$ cat config.mk
export PLATFORM = sky130hd
export DESIGN_NAME = instr_sequencer
export DESIGN_NICKNAME = d
export VERILOG_FILES = /design/src/rtl/seq_pkg.sv /design/src/rtl/retire_counter.sv /design/src/rtl/instr_sequencer.sv
export SDC_FILE = /design/constraint.sdc
export NUM_CORES = 1
export LEC_CHECK = 0
export ABC_AREA = 1
export CORE_MARGIN = 4
export CORE_UTILIZATION = 40
export CTS_BUF_LIST = sky130_fd_sc_hd__clkbuf_4
export DETAILED_ROUTE_END_ITERATION = 10
export GPL_TIMING_DRIVEN = 0
export PLACE_DENSITY = 0.66
export SLEW_MARGIN = 20
export SYNTH_ARGS = -nofsm -noshare
export SYNTH_HDL_FRONTEND = slang
export SYNTH_SLANG_ARGS = --single-unit
$ cat constraint.sdc
create_clock -name clk -period 2.61 [get_ports clk]
set_clock_uncertainty 0.15 [all_clocks]
set_input_delay 0.522 -clock clk [delete_from_list [all_inputs] [get_ports clk]]
set_output_delay 0.522 -clock clk [all_outputs]
set_load 0.05 [all_outputs]
$ cat src/rtl/seq_pkg.sv
// Shared definitions for the instruction sequencer, its decoder and the bench.
// Holds the phase codes, the state width and the FSM state type.
package seq_pkg;

    localparam int unsigned STATE_W = 3;

    localparam logic [STATE_W-1:0] PH_FETCH   = 3'd0;
    localparam logic [STATE_W-1:0] PH_DECODE  = 3'd1;
    localparam logic [STATE_W-1:0] PH_EXECUTE = 3'd2;
    localparam logic [STATE_W-1:0] PH_MEMORY  = 3'd3;
    localparam logic [STATE_W-1:0] PH_HALT    = 3'd4;

    typedef enum logic [STATE_W-1:0] {
        ST_FETCH   = PH_FETCH,
        ST_DECODE  = PH_DECODE,
        ST_EXECUTE = PH_EXECUTE,
        ST_MEMORY  = PH_MEMORY,
        ST_HALT    = PH_HALT
    } state_e;

endpackage

$ cat src/rtl/retire_counter.sv
// Retired-instruction counter: increments by one on each clock where en is
// high, wrapping from all-ones back to zero.
// Ports:
//   clk   - rising-edge clock
//   rst   - asynchronous active-high reset, clears the count
//   en    - count enable (one retire this cycle)
//   count - current count
module retire_counter #(
    parameter int unsigned CNT_W = 16
) (
    input  logic             clk,
    input  logic             rst,
    input  logic             en,
    output logic [CNT_W-1:0] count
);

    logic [CNT_W-1:0] count_q;

    always_ff @(posedge clk or posedge rst) begin
        if (rst) begin
            count_q <= '0;
        end else if (en) begin
            count_q <= count_q + CNT_W'(1);
        end
    end

    assign count = count_q;

endmodule

$ cat src/rtl/instr_sequencer.sv
// Multi-cycle instruction sequencer: steps each instruction through FETCH,
// DECODE, EXECUTE and an optional MEMORY phase, with variable execute length,
// memory wait-states, flush, halt/resume and a retired-instruction counter.
// Ports:
//   clk, rst          - clock and asynchronous active-high reset
//   en                - global advance enable; everything holds when low
//   mem_ready         - memory handshake used in FETCH and MEMORY
//   exec_cycles       - extra EXECUTE cycles, sampled in DECODE
//   needs_mem         - instruction has a MEMORY phase, sampled in DECODE
//   halt_req          - go to HALT when the current instruction completes
//   flush             - abort the current instruction, restart at FETCH
//   resume            - leave HALT
//   state             - current phase code
//   fetch_en..mem_en  - per-phase enables, qualified by en
//   retire            - high on the completing cycle of an instruction
//   retired_count     - number of retired instructions (wraps)
//   halted            - sequencer is in HALT
module instr_sequencer
    import seq_pkg::*;
#(
    parameter int unsigned EXEC_W     = 4,
    parameter int unsigned CNT_W      = 16,
    parameter int unsigned MEM_STAGE  = 1,
    parameter int unsigned FETCH_WAIT = 1
) (
    input  logic               clk,
    input  logic               rst,
    input  logic               en,
    input  logic               mem_ready,
    input  logic [EXEC_W-1:0]  exec_cycles,
    input  logic               needs_mem,
    input  logic               halt_req,
    input  logic               flush,
    input  logic               resume,
    output logic [STATE_W-1:0] state,
    output logic               fetch_en,
    output logic               decode_en,
    output logic               exec_en,
    output logic               mem_en,
    output logic               retire,
    output logic [CNT_W-1:0]   retired_count,
    output logic               halted
);

    localparam logic MEM_STAGE_EN  = (MEM_STAGE != 0);
    localparam logic FETCH_WAIT_EN = (FETCH_WAIT != 0);

    state_e              state_q, state_d;
    logic [EXEC_W-1:0]   exec_cnt_q, exec_cnt_d;
    logic                mem_flag_q, mem_flag_d;
    logic                complete;

    always_ff @(posedge clk or posedge rst) begin
        if (rst) begin
            state_q    <= ST_FETCH;
            exec_cnt_q <= '0;
            mem_flag_q <= 1'b0;
        end else if (en) begin
            state_q    <= state_d;
            exec_cnt_q <= exec_cnt_d;
            mem_flag_q <= mem_flag_d;
        end
    end

    always_comb begin
        state_d    = state_q;
        exec_cnt_d = exec_cnt_q;
        mem_flag_d = mem_flag_q;
        complete   = 1'b0;

        case (state_q)
            ST_FETCH: begin
                if (mem_ready || !FETCH_WAIT_EN) begin
                    state_d = ST_DECODE;
                end
            end
            ST_DECODE: begin
                exec_cnt_d = exec_cycles;
                mem_flag_d = needs_mem & MEM_STAGE_EN;
                state_d    = ST_EXECUTE;
            end
            ST_EXECUTE: begin
                if (exec_cnt_q != '0) begin
                    exec_cnt_d = exec_cnt_q - EXEC_W'(1);
                end else if (mem_flag_q) begin
                    state_d = ST_MEMORY;
                end else begin
                    complete = 1'b1;
                end
            end
            ST_MEMORY: begin
                if (mem_ready) begin
                    complete = 1'b1;
                end
            end
            ST_HALT: begin
                if (resume) begin
                    state_d = ST_FETCH;
                end
            end
            default: begin
                // Unused codes fall back to a clean fetch.
                state_d = ST_FETCH;
            end
        endcase

        if (complete) begin
            state_d    = halt_req ? ST_HALT : ST_FETCH;
            mem_flag_d = 1'b0;
        end

        // Flush wins over completion: the instruction is abandoned, not retired.
        if (flush && (state_q != ST_HALT)) begin
            state_d    = ST_FETCH;
            exec_cnt_d = '0;
            mem_flag_d = 1'b0;
            complete   = 1'b0;
        end
    end

    // Gate with en so a retire pulse always coincides with a counted edge.
    assign retire = complete & en;

    retire_counter #(
        .CNT_W (CNT_W)
    ) u_retire_counter (
        .clk   (clk),
        .rst   (rst),
        .en    (retire),
        .count (retired_count)
    );

    assign state     = state_q;
    assign fetch_en  = (state_q == ST_FETCH)   & en;
    assign decode_en = (state_q == ST_DECODE)  & en;
    assign exec_en   = (state_q == ST_EXECUTE) & en;
    assign mem_en    = (state_q == ST_MEMORY)  & en;
    assign halted    = (state_q == ST_HALT);

endmodule

# ---- Yosys cells after proc, flatten, opt, wreduce, memory -nomap -nowiden
# Cells that the tools add are included.
dict set report classes {
  n_bitwise 5
  multipliers 0
  n_eq_ne 11
  n_div 0
  n_reduce_logical 8
  mux 19
  n_lt_le_gt_ge 0
  shifts 0
  addsub 2
}
# cell n
set op_table {}
lappend op_table {{$mux 3} 7}
lappend op_table {{$add 16x1->16 const B} 1}
lappend op_table {{$pmux 3 s5} 1}
lappend op_table {{$ne 4x4->1 const B} 3}
lappend op_table {{$ne 3x3->1 const B} 3}
lappend op_table {{$mux 4} 2}
lappend op_table {{$pmux 4 s2} 1}
lappend op_table {{$mux 1} 7}
lappend op_table {{$eq 3x2->1 const B} 2}
lappend op_table {{$reduce_and 6->1} 1}
lappend op_table {{$reduce_bool 3->1} 2}
lappend op_table {{$and 1x1->1} 5}
lappend op_table {{$ne 4x2->1 const B} 1}
lappend op_table {{$reduce_bool 4->1} 1}
lappend op_table {{$sub 4x1->4 const B} 1}
lappend op_table {{$eq 3x1->1 const B} 1}
lappend op_table {{$eq 3x3->1 const B} 1}
lappend op_table {{$logic_not 3->1} 1}
lappend op_table {{$reduce_and 3->1} 1}
lappend op_table {{$pmux 1 s2} 1}
lappend op_table {{$reduce_and 2->1} 1}
lappend op_table {{$logic_and 1x1->1} 1}
dict set report totals {
  latchBits 0
  romBits 0
  n_memories 0
  elab_cells 49
  ramBits 0
  regBits 24
  output_inout_bits 25
}

# ---- Longest topological paths before layout
# Gate-level depths: netlist (run 1).
dict set report depth {
  word_depth 5
  ltp_mapped 10
  mapped_depth_nobuf 10
}

# ---- By module
# Synthesis (run 1) repeated with hierarchy kept, for this count alone.
dict set report unflattened {
  cells_unflattened 197
  area_unflattened_um2 1540.2
}
# module area_each_um2 n_inst cells_each seq_area_each_um2
set by_module_without_submodules {}
lappend by_module_without_submodules {retire_counter 807.0 1 91 400.4}
lappend by_module_without_submodules {instr_sequencer 733.2 1 106 200.2}

# ---- Worst setup path after synthesis (run 1)
# Ideal clock, no wire load.
dict set report synth_path {
  kind {reg-to-output}
  start {register state_q[2] (netlist: state[2])}
  end {output port fetch_en}
  slack_ns 0.041
  n_path_buf 0
  arrival_ns 1.897
  required_time_ns 1.938
  stages_incl_launch_ff 4
  path_cell_list {dfrtp_1 -> inv_1 -> nand2_1 -> nor3_1}
}
dict set report synth_between {
  elab_chain_len 2
}
# element line_no
set synth_lines {}
lappend synth_lines {{start: declaration} instr_sequencer.sv:48} ;# state_e state_q, state_d;
lappend synth_lines {{start signal: assignment} instr_sequencer.sv:59} ;# state_q <= state_d;
lappend synth_lines {{$logic_not 3->1} instr_sequencer.sv:134} ;# assign fetch_en = (state_q == ST_FETCH) & en;
lappend synth_lines {{$and 1x1->1} instr_sequencer.sv:134}
lappend synth_lines {{end: declaration} instr_sequencer.sv:36} ;# output logic fetch_en,
# No other way between the ends.

# ---- Worst setup path in the final report (run 1)
dict set report layout_path {
  start {input port mem_ready}
  end {output port retire}
}
dict set report layout_between {
  elab_chain_len 4
}
# element line_no
set layout_lines {}
lappend layout_lines {{start: declaration} instr_sequencer.sv:29} ;# input logic mem_ready,
lappend layout_lines {{$mux 1} instr_sequencer.sv:92} ;# if (mem_ready) begin
lappend layout_lines {{$pmux 1 s2} instr_sequencer.sv:71} ;# case (state_q)
lappend layout_lines {{$mux 1} instr_sequencer.sv:113} ;# if (flush && (state_q != ST_HALT)) begin
lappend layout_lines {{$and 1x1->1} instr_sequencer.sv:122} ;# assign retire = complete & en;
lappend layout_lines {{end: declaration} instr_sequencer.sv:40} ;# output logic retire,
# No other way between the ends.

==> summary.md, run 1 <==
| Metric | Value |
|---|---|
| Overall routed net length | `3410 µm` |
| Slew Limit Fails | `0` |
| Placement Cell Area | `0.00197 mm²` |
| Switch share | `52.4%` |
| CP cell instances | `clkdlybuf4s50_1, inv_1, nor2_2, inv_1, o21ai_2, nand3_2, inv_2, buf_6, buf_8` |
| Crit path top cell by count | `inv_1` |
| Crit Path Category | `in -> out` |
| I/O Buffers | `35` |
| Post-synth EDFFs | `0` |
| Final Hold Fails | `0` |
| Status | `completed` |
| Vias per Instance | `4.67` |
| Net Switching | `1.05 mW` |
| Synth warn | `0` |
| Gate count after technology mapping | `223` |
| P_leak | `0.964 nW` |
| Top post-synthesis cells by area | `dfrtp_1 (39%), nand2_1 (16%), inv_1 (6.7%)` |
| Final nets | `278` |
| Clock share of power | `8.1%` |
| VDD IR-drop max | `744 µV` |
| Initial Util | `41.9%` |
| Initial antenna violation count | `0` |
| RSZ-0062 raised after global routing | `false` |
| Fraction of layout cells with a size suffix above 1 | `8.37%` |
| Final Power | `2.01 mW` |
| Clock Tree Root | `clkbuf_4` |
| Final Setup Violations | `0` |
| Core area | `0.00372 mm²` |
| ANT nets after route | `0` |
| Pin slew with the least headroom to its limit | `0.906 ns` |
| Area of the multi-input gates | `831 µm²` |
| Worst setup EP type | `primary output` |
| Syn nets | `237` |
| CTS sink cnt | `24` |
| Critical Path AT | `1.76 ns` |
| Hold Crit Class | `in -> reg` |
| Grt ovf | `0` |
| Fillers | `367` |
| FFs w/ async S/R, synth | `100%` |
| GRT Resource Usage Total | `14.2%` |
| PwrDens | `995 mW/mm²` |
| Crit path launch type | `input port` |
| Chip height | `70.4 µm` |
| Worst Slack Setup Final | `0.180 ns` |
| Wire per inst | `11.0 µm` |
| Final Cell Area | `0.00202 mm²` |
| Via count | `1451` |
| Synthesized cell area | `0.00156 mm²` |
| TNS Setup | `0 ns` |
| Inserted Clock Buffers | `3` |
| DRC Markers | `0` |
| Critical path's largest stage delay | `0.45 ns` |
| CP max FO | `10` |
| Logic pwr share | `59.9%` |
| Placer congestion estimate | `0.840` |
| Slowest CP cell | `clkdlybuf4s50_1` |
| Number of global-route vias before repair | `1366` |
| R2R setup slack | `0.82 ns` |
| Post-DP HPWL | `2680 µm` |
| Area growth from synthesis to layout | `29.8%` |
| Placement Rows | `22` |
| Period utilization | `93.1%` |
| DIE WIDTH | `70.4 µm` |
| Worst skew pair latency | `0.31 ns` |
| Ant. Diodes | `0` |
| Bufs on Longest Clock Path | `2` |
| CTS tree | `yes` |
| Seq pwr share | `32.0%` |
| Largest net degree at the start of global routing | `25` |
| Int Power | `0.958 mW` |
| Fmax | `411 MHz` |
| Number of synthesized register bits | `24` |
| Sequential area share after synthesis | `38.6%` |
| Worst-path clk slew | `0.12 ns` |
| Die ar. | `0.00496 mm²` |
| Syn_area_per_cell | `6.99 µm²` |
| Cell taking the most area after synthesis | `dfrtp_1` |
| Ys flop type | `dfrtp_1` |
| Slew HR | `39.5%` |
| Yosys top cell area share | `38.6%` |
| H-tree Lvls | `1` |
| Synth cell types | `25` |
| # IOs | `37` |
| First-pass iteration count of the detailed router | `4` |
| Placement Setup Slack | `-0.503 ns` |
| Commonest cells in the netlist | `nand2_1 (65), inv_1 (28), nor2_1 (26)` |
| First DRT Iteration DRCs | `81` |
| Max cap viols | `0` |
| Minimum clock period | `2.43 ns` |
| Critical Path RT | `1.94 ns` |
| Seq. cell area | `601 µm²` |
| First-pass GRT wire length | `5910 µm` |
| Top-count cell post-synth | `nand2_1` |
## cells in the final DEF, fill, tap and decap left out, types with 4 or more instances in the layout
cell type        Yosys  layout
a21oi_1              4       4
clkdlybuf4s50_1      0      29
dfrtp_1             24      24
dlygate4sd2_1        0       4
inv_1               28      28
nand2_1             65      65
nand3_1             16      15
nor2_1              26      26
nor3_1               8       8
o21ai_0             16      16
xor2_1               9       9
## flip-flops by register name, indices dropped and copies added (netlist names)
| name | cells |
|---|---|
| mem_flag_q | 1 |
| exec_cnt_q | 4 |
| u_retire_counter.count | 16 |
| state | 3 |
## worst paths after layout
path	end	start	depth (start not counted)
hold / removal	mem_flag_q	en	2
setup / recovery	retire	mem_ready	9
max in group asynchronous	u_retire_counter.count[4]	rst	2
min in group asynchronous	u_retire_counter.count[13]	rst	2
hold reg to reg	u_retire_counter.count[13]	u_retire_counter.count[13]	2
setup reg to reg	u_retire_counter.count[5]	exec_cnt_q[0]	9
## worst max-delay path, delay by kind of cell
| family | cells | cell delay (ns) |
|---|---|---|
| AOI/OAI and AO/OA | 1 | 0.07 |
| buffers and inverters | 6 | 0.94 |
| and+or+nand+nor | 2 | 0.22 |
## layout make-up
type / count / area share [%]
clock buffer: 3 / 1.11
clock inverter: 1 / 0.186
sequential: 24 / 29.7
buffer: 4 / 1.55
timing repair buffer: 36 / 17.8
tap: 48 / 2.97
multi-input combinational: 165 / 41.1
inverter: 30 / 5.57
## stage by stage
stage / hold WS [ns] / util, % / cells
6_report: 0.346 / 54.4 / 311
5_1_grt: 0.371 / 54.4 / 311
4_1_cts: 0.338 / 53.5 / 310
3_5_place_dp: 0.375 / 53.0 / 306
3_3_place_gp: 0.370 / 53.0 / 306
2_1_floorplan: 0.344 / - / 223
## cell families (layout without fill, tap and decap cells)
kind of cell / count (synthesis) / count (layout) / share of synthesized area [%]
buffers and inverters: 34 / 74 / 9.24
flip-flops: 24 / 24 / 38.6
AO/OA/AOI/OAI: 24 / 24 / 8.35
multiplexers: 1 / 1 / 0.643
XOR/XNOR: 12 / 12 / 6.75
adder cells (fa/ha/maj): 2 / 2 / 1.61
AND/OR/NAND/NOR: 126 / 126 / 34.9
## what timing repair did
item	4_1_cts	5_1_grt
setup buffers	0	1
setup endpoints to repair	5	2
pin swaps	0	2
gates resized for setup	10	6
hold buffers	0	0
endpoints found under the hold margin	0	0
cloned	0	0
## per-layer routing
metal | track usage (%) | part of all wire (%) | vias to the layer above
li1 | - | - | 786
met1 | 20.1 | 52 | 635
met2 | 22.0 | 44 | 30
met3 | 3.31 | 3.9 | 0
met4 | 2.55 | 0 | 0
met5 | 0 | 0 | -
## power groups by stage
stage,logic [mW],clock network [mW],registers (mW)
after floorplan,0.544,0,0.938
after global placement,1.18,0,0.652
after detailed placement,1.19,0,0.652
after CTS,1.18,0.171,0.645
after global routing,1.31,0.184,0.670
final,1.21,0.163,0.644
Note: power is estimated with default switching activity, not from simulation.
==> inputs of run 2 (changes only) <==
--- a/config.mk
+++ b/config.mk
@@ -6,7 +6,8 @@
 export NUM_CORES = 1
 export LEC_CHECK = 0
 export ABC_AREA = 1
-export CORE_MARGIN = 4
+export CAP_MARGIN = 25
+export CORE_MARGIN = 2
 export CORE_UTILIZATION = 40
 export CTS_BUF_LIST = sky130_fd_sc_hd__clkbuf_4
 export DETAILED_ROUTE_END_ITERATION = 10
==> run 2 against run 1 <==
  * Sequential share of layout area up 0.17 points
  * Clock power about the same
  * Register-to-register slack better by 0.09 ns
  * Critical path depth down 1
  * Design area down 0.56%
  * Combinational power down 3%
  * Critical path type is now reg -> out
  * Largest power group unchanged
  * Highest routed layer is now met4
==> summary.md, run 2 (same netlist as run 1, synthesis figures left out) <==
| Metric | Value |
|---|---|
| Status | `completed` |
| Reg-to-reg startpoint | `exec_cnt_q[0]` |
| Crit Path Category | `reg -> out` |
| Chip height | `66.4 µm` |
| Max FFs per register | `16` |
| Vias per Instance | `4.77` |
| Placement Rows | `22` |
| DIE WIDTH | `66.4 µm` |
| Overall routed net length | `3420 µm` |
| Minimum clock period | `2.48 ns` |
| Ant. Diodes | `0` |
| Initial antenna violation count | `0` |
| Pin slew with the least headroom to its limit | `0.506 ns` |
| Slew HR | `66.1%` |
| Period utilization | `95.0%` |
| First DRT Iteration DRCs | `82` |
| Fmax | `403 MHz` |
| Crit path launch type | `flop` |
| Post-DP HPWL | `2640 µm` |
| Critical path's largest stage delay | `0.41 ns` |
| Initial Util | `41.9%` |
| Post-placement cell count | `306` |
| Core area | `0.00372 mm²` |
| Final Hold Fails | `0` |
| Hold bufs inserted after CTS | `0` |
| Final Setup Violations | `0` |
| Critical Path RT | `1.94 ns` |
| GRT Resource Usage Total | `16.9%` |
| Layout Cells excl Fill | `311` |
| Clock Tree Root | `clkbuf_4` |
| Crit. Startpoint | `exec_cnt_q[0]` |
| Placer congestion estimate | `0.856` |
| # IOs | `37` |
| Worst skew pair latency | `0.32 ns` |
| Final Power | `1.99 mW` |
| Critical Path AT | `1.81 ns` |
| CTS sink cnt | `24` |
| Commonest non-fill, non-tap cell in the layout | `nand2_1` |
| VDD IR-drop max | `727 µV` |
| CP max FO | `10` |
| First-pass iteration count of the detailed router | `4` |
| Inserted Clock Buffers | `3` |
| Area growth from synthesis to layout | `29.1%` |
| # Post-CTS Setup Buffers | `0` |
| RSZ-0062 raised after global routing | `true` |
| H-tree Lvls | `1` |
| First-pass GRT wire length | `5820 µm` |
| Die ar. | `0.00441 mm²` |
| I/O Buffers | `35` |
| Final nets | `278` |
| Hold Crit Class | `in -> async` |
| Wire per inst | `11.0 µm` |
| CTS tree | `yes` |
| CP cell instances | `inv_1, ha_2, nand3_1, o21ai_2, nand3_2, inv_2, buf_6, buf_6` |
| Top delay family on crit path | `buffers and inverters` |
| Fraction of layout cells with a size suffix above 1 | `7.98%` |
| Bufs on Longest Clock Path | `2` |
| Crit path top cell by count | `buf_6` |
| P_leak | `0.962 nW` |
| Worst setup EP type | `primary output` |
| Worst-path clk slew | `0.13 ns` |
| Buf+Inv Stages, Crit Path | `4` |
| PwrDens | `987 mW/mm²` |
| Grt ovf | `0` |
| ANT nets after route | `0` |
| Via count | `1484` |
| Most frequent cells in the layout | `nand2_1 (65), clkdlybuf4s50_1 (29), inv_1 (28)` |
| Number of global-route vias before repair | `1356` |
| Slew Limit Fails | `0` |
| DRC Markers | `0` |
| Largest net degree at the start of global routing | `25` |
| Slowest CP cell | `dfrtp_1` |
| WHS | `0.321 ns` |
| CTS resizes | `10` |
| Max cap viols | `0` |
run 2: power breakdown:
group | internal, mW | total (mW) | switching [mW]
Combinational | 0.393 | 1.17 | 0.781
Clock | 0.0561 | 0.166 | 0.110
Sequential | 0.494 | 0.645 | 0.151
run 2: per-layer routing:
layer / GRT usage (%) / share of wire (%)
met1: 23.7 / 53
met3: 3.58 / 3.2
met4: 3.57 / 0.23
met2: 26.8 / 43
met5: 0 / 0
run 2: worst paths after layout:
path	to	slack (ns)	cells after the start
worst max-delay path	retire	0.13	8
worst min-delay path	state[0]	0.32	2
worst max register to register	u_retire_counter.count[5]	0.91	8
worst min register to register	exec_cnt_q[3]	0.41	2
max in group asynchronous	mem_flag_q	1.56	3
min in group clk	mem_flag_q	0.34	2
run 2: worst register-to-register path: stages (launching register included):
cell and delay, ns:
dfrtp_1 0.41, inv_1 0.08, ha_2 0.20, nand3_1 0.11, o21ai_2 0.16, nand3_2 0.12
buf_4 0.20, o21ai_2 0.11, nand2_1 0.05
run 2: area by class of cell:
class | count | area (µm²)
fill | 363 | 1710
multi-input combinational | 165 | 816
sequential | 24 | 601
timing repair buffer | 36 | 364
inverter | 30 | 113
tap | 48 | 60.1
buffer | 4 | 31.3
clock buffer | 3 | 22.5
clock inverter | 1 | 3.75
run 2: metrics by stage:
| step | utilization [%] | area [µm²] | TNS [ns] | setup slack [ns] |
|---|---|---|---|---|
| finish | 54.1 | 2010 | 0 | 0.129 |
| global placement | 53.0 | 1970 | -0.508 | -0.508 |
| CTS | 53.5 | 1990 | 0 | 0.00627 |
| detailed placement | 53.0 | 1970 | -0.523 | -0.523 |
| global route | 54.1 | 2010 | -0.0156 | -0.0156 |
| floorplan | - | 1560 | 0 | 0.0409 |
